`src/rtl/mux4_arbiter.sv`:
```
// Round-robin arbiter driving the 2-bit select of a 4-input 32-bit mux, with valid/ready toward one consumer.
// Latency: request-to-grant 1 cycle; back-to-back transfers at one per cycle, no bubble on re-arbitration.
// Backpressure: while out_ready=0 the grant, select and out_valid hold; optional lock via MUX4_ARB_LOCK_EN.
module mux4_arbiter #(
  parameter int unsigned LOCK_MAX = 4
) (
  input  logic       clk,
  input  logic       rst_n,
  input  logic [3:0] req,
`ifdef MUX4_ARB_LOCK_EN
  input  logic [3:0] lock,
`endif
  output logic [3:0] gnt,
  output logic [1:0] sel,
  output logic       out_valid,
  input  logic       out_ready,
  output logic       busy
);

  // A lock budget outside 1..15 cannot be represented by the 4-bit counter.
  if (LOCK_MAX < 1 || LOCK_MAX > 15) begin : g_lock_max_range
    $error("mux4_arbiter: LOCK_MAX must be in 1..15");
  end

  typedef enum logic {
    IDLE  = 1'b0,
    GRANT = 1'b1
  } state_t;

  state_t     state_q, state_d;
  logic [3:0] gnt_q, gnt_d;
  logic [1:0] sel_q, sel_d;
  logic [1:0] last_q, last_d;
  logic       relock;

`ifdef MUX4_ARB_LOCK_EN
  logic [3:0] lock_cnt_q, lock_cnt_d;
`endif

  // First set request searching upward from base+1 (mod 4); base itself is checked last.
  function automatic logic [1:0] rr_pick(input logic [3:0] r, input logic [1:0] base);
    logic [1:0] idx;
    logic [1:0] pick;
    pick = base;
    for (int k = 4; k >= 1; k--) begin
      idx = base + 2'(k);
      if (r[idx]) pick = idx;
    end
    return pick;
  endfunction

  // Next-state: grant from idle, hold under backpressure, rotate (or relock) on handshake.
  always_comb begin
    state_d = state_q;
    gnt_d   = gnt_q;
    sel_d   = sel_q;
    last_d  = last_q;
    relock  = 1'b0;
`ifdef MUX4_ARB_LOCK_EN
    lock_cnt_d = lock_cnt_q;
    relock = lock[sel_q] && req[sel_q] && (lock_cnt_q < 4'(LOCK_MAX - 1));
`endif
    case (state_q)
      IDLE: begin
        if (|req) begin
          state_d = GRANT;
          sel_d   = rr_pick(req, last_q);
          gnt_d   = 4'b0001 << sel_d;
`ifdef MUX4_ARB_LOCK_EN
          lock_cnt_d = 4'd0;
`endif
        end
      end
      GRANT: begin
        if (out_ready) begin
          if (relock) begin
            // Same owner keeps the mux; rotation pointer deliberately untouched.
`ifdef MUX4_ARB_LOCK_EN
            lock_cnt_d = lock_cnt_q + 4'd1;
`endif
          end else begin
            last_d = sel_q;
`ifdef MUX4_ARB_LOCK_EN
            lock_cnt_d = 4'd0;
`endif
            if (|req) begin
              sel_d = rr_pick(req, sel_q);
              gnt_d = 4'b0001 << sel_d;
            end else begin
              state_d = IDLE;
              sel_d   = 2'b00;
              gnt_d   = 4'b0000;
            end
          end
        end
      end
      default: begin
        state_d = IDLE;
        sel_d   = 2'b00;
        gnt_d   = 4'b0000;
      end
    endcase
  end

  // State and registered outputs; reset drops any in-flight transfer at once.
  always_ff @(posedge clk or negedge rst_n) begin
    if (!rst_n) begin
      state_q <= IDLE;
      gnt_q   <= 4'b0000;
      sel_q   <= 2'b00;
      last_q  <= 2'b11;
`ifdef MUX4_ARB_LOCK_EN
      lock_cnt_q <= 4'd0;
`endif
    end else begin
      state_q <= state_d;
      gnt_q   <= gnt_d;
      sel_q   <= sel_d;
      last_q  <= last_d;
`ifdef MUX4_ARB_LOCK_EN
      lock_cnt_q <= lock_cnt_d;
`endif
    end
  end

  assign gnt       = gnt_q;
  assign sel       = sel_q;
  assign out_valid = (state_q == GRANT);
  assign busy      = out_valid;

endmodule

```
`config.mk`:
```
export PLATFORM = sky130hd
export DESIGN_NAME = mux4_arbiter
export DESIGN_NICKNAME = d
export VERILOG_FILES = /design/src/rtl/mux4_arbiter.sv
export SDC_FILE = /design/constraint.sdc
export NUM_CORES = 1
export LEC_CHECK = 0
export CORE_AREA = 2 2 40 42
export DETAILED_ROUTE_END_ITERATION = 6
export DIE_AREA = 0 0 42 44
export PLACE_DENSITY = 0.74
export SYNTH_ARGS = -nofsm -noshare
export SYNTH_HDL_FRONTEND = slang
export SYNTH_SLANG_ARGS = --single-unit
```
`constraint.sdc`:
```
create_clock -name clk -period 2.09 [get_ports clk]
set_input_delay 0.3135 -clock clk [delete_from_list [all_inputs] [get_ports clk]]
set_output_delay 0.3135 -clock clk [all_outputs]
set_load 0.01 [all_outputs]
```
==> results by stage <==
Status:
- The run finished with clean final reports.

Timing:
- Between clock sinks in the finished design, the worst skew comes to 0.00332 ns.
- The fmax is 561 MHz.
- The slew at the pin closest to its max-slew limit is 0.430 ns.
- Counting I/O delays and the setup requirement, the final critical path takes 1.78 ns.
- Setup repair after global routing left no endpoint under its margin.
- The sum of negative setup slack is 0 ns.
- Setup violations remaining at the end of the flow were counted as 0.
- The number of pins exceeding their max-slew limit in the final report is 0.
- The final critical path takes up 85.3% of the cycle.
- The count of endpoints failing hold in the final timing report is 0.
- In this run the tightest slew margin relative to its limit is 71.3%.

GRT:
- Global routing finished with a remaining overflow of 0.
- The number of antenna violations at the first check in global routing was 0.
- The number of global-route vias before repair is 549.
- Global routing used 16.6% of the available tracks across all layers.
- The first global-routing pass estimated around 2.3 mm of wire.
- The pin count of the biggest net entering global routing is 12.

Floorplan:
- The total I/O pin count is 15.
- The overall die height is between 40 and 50 um.
- After floorplanning, the core was divided into 14 placement rows.
- The area of the core region is 1420 um2.
- The die width is 42 um.
- The floorplan step defined a die boundary enclosing 1850 um2.
- The starting density of the core is 45.2%.

Critical path:
- The worst register-to-register path begins at sel[1].
- For the worst setup path, the data required time is 2.24 ns.
- The worst setup path category is in2reg.
- At the worst endpoint, the arrival time is 1.93 ns.
- STA classifies the critical path endpoint as a flip-flop.
- The type of element launching the critical path is an input pin.
- The critical path starts at req[1].
- Along the worst path, the maximum fanout reaches 9.

Pwr:
- Across the VDD grid, the largest voltage drop is 0.000575 V.
- The switching power is 0.333 mW.
- Internal power comes to roughly 0.55 mW.
- Summed over all cells, the static leakage comes to 0.332 nW.
- The switching part of the total is 37.5%.
- The relative contribution of combinational cells to total power is a little under half.
- In this run, the clock network consumes 15.6% of the power.
- Per report_power, the sequential group accounts for 36.6% of the total.
- The power density normalized to cell area is around 1100 nW/um2.
- The total power is 0.887 mW.

Logic synthesis:
- When the netlist entered floorplanning its net count stood at 80.
- The fraction of registers with async set or reset after synthesis is 100%.
- The sequential share of the synthesized area is 35.5%.
- The synthesized design contains 0 enable-type register cells.
- The cell area after synthesis is 642 um2.
- The most used flip-flop cell after synthesis is dfrtp_1.
- The Yosys step of the flow raised 0 warnings.
- After technology mapping, the gate count stands at 73.
- The synthesis-stage register bit count is 9.
- The average instance area after synthesis is 8.79 um2.
- In this run, distinct cell masters in the synthesized netlist total 31.

Placed design:
- The final estimated routing congestion in global placement is 0.850.
- The post-DP HPWL is 1.09 mm.
- Port buffering added 14 buffers.

Clocking:
- After clock tree synthesis, the repair step resized 0 gates.
- After clock tree synthesis, the clock-pin slew on the worst setup and hold paths is about 0.070 ns.
- The CTS tree is yes.
- The post-CTS setup-driven buffer insertion count is 0.
- The quantity of hold-fixing buffers added after cts is 0.
- Clock tree synthesis inserted a total of 3 buffers.
- The maximum root-to-sink buffer count is 2.
- The total number of clock tree sinks is 9.
- The clock tree root driver cell is clkbuf_4.
- The insertion delay to the later sink of the worst-skew pair is around 0.26 ns.
- CTS built an H-tree with a depth of 1.

Layout:
- The leading cell type in the layout, fill and taps excluded is clkdlybuf4s50_1.
- The sequential cell area is 228 um2.
- The library cells used most frequently in the layout, excluding fill and tap cells, are clkdlybuf4s50_1, nand2_1, nand2b_1, dfrtp_1, nor2_1.
- The area growth from synthesis to layout is 27.3%.
- The ratio of cells with drive above 1 in the final layout is between 20% and 30%.
- The multi-input combinational cells in the finished layout cover a total of 373 um2.
- For this run, the share of the core covered by cells in the final layout is approximately 58%.
- The count of antenna diodes in the layout is 0.
- The filler cells instantiated in the layout total about 120.
- The total number of nets in the final design is 98.

Worst hold path:
- The class of the worst hold path is in2async.

Drt:
- The final wirelength is 1.44 mm.
- The detailed-routing iteration count for the pre-antenna-repair pass is 4.
- The number of design rule violations left after detail routing is 0.
- The count of nets left with antenna violations after detail routing is 0.
- The average wire per cell in the routed design is 13.6 um.
- The detailed router's first-iteration violation count is 10.
- Dividing the detail-routed via count by the number of cells gives 5.96.
- The overall via count from detail_route is 632.

Job:
- The count of maximum capacitance violations is 0.
[cells in the mapped netlist (3+ instances only)]
library cell / n / area (um2)
dfrtp_1: 7 / 175
nor2_1: 4 / 15.0
nand2b_1: 9 / 56.3
a21oi_1: 3 / 15.0
buf_4: 3 / 22.5
nand2_1: 12 / 45.0
[area by class of cell]
cell class | instances | area share, %
clock buffer | 4 | 3.22
sequential | 9 | 27.9
tap | 16 | 2.45
multi-input combinational | 58 | 45.6
timing repair buffer | 17 | 19.9
inverter | 2 | 0.919
[cells by family (layout without fill, tap and decap cells)]
family	Yosys count	in the layout	share of synthesized area, %
buffers and inverters	6	23	6.43
AO/OA/AOI/OAI	20	20	24.4
multiplexers	2	2	3.51
flip-flops	9	9	35.5
AND/OR/NAND/NOR	36	36	30.2
[power groups by stage]
stage / Sequential [mW] / Clock [mW] / Combinational (mW)
final: 0.324 / 0.138 / 0.424
after global routing: 0.340 / 0.143 / 0.461
after floorplan: 0.322 / 0 / 0.280
after CTS: 0.324 / 0.136 / 0.426
after detailed placement: 0.326 / 0 / 0.424
after global placement: 0.326 / 0 / 0.415
[path summary, 6_finish.rpt]
path | slack (ns) | cells after the start | end
min in group clk | 0.46 | 2 | gnt[0]
worst max register to register | 0.41 | 5 | sel[0]
worst min register to register | 0.46 | 2 | gnt[0]
worst min-delay path | 0.35 | 1 | sel[0]
worst max-delay path | 0.31 | 6 | gnt[2]
max in group asynchronous | 1.42 | 1 | last_q[0]
[layer usage]
metal	track usage [%]	routed length (um)
met2	27.5	673
met3	2.92	73
met4	7.74	29
met1	21.2	664
met5	0	0
[state kept, by name (all words and copies together) (netlist names)]
signal / count
sel: 2
last_q: 2
gnt: 4
busy: 1
[stage by stage]
step                      cell area [um2]  hold WS (ns)  instances  setup slack, ns
after floorplan                       642        0.0179         73            0.518
after global placement                791         0.452        102           0.0852
after detailed placement              791         0.456        102           0.0501
after CTS                             817         0.369        106            0.314
after global routing                  817         0.390        106            0.200
final                                 817         0.346        106            0.306
[critical path, stage by stage]
cell,delay (ns)
clkdlybuf4s50_1,0.65
nand2b_1,0.10
a32o_2,0.29
o211ai_2,0.21
nor4_1,0.08
o31a_1,0.28
Note: power is estimated with default switching activity, not from simulation.
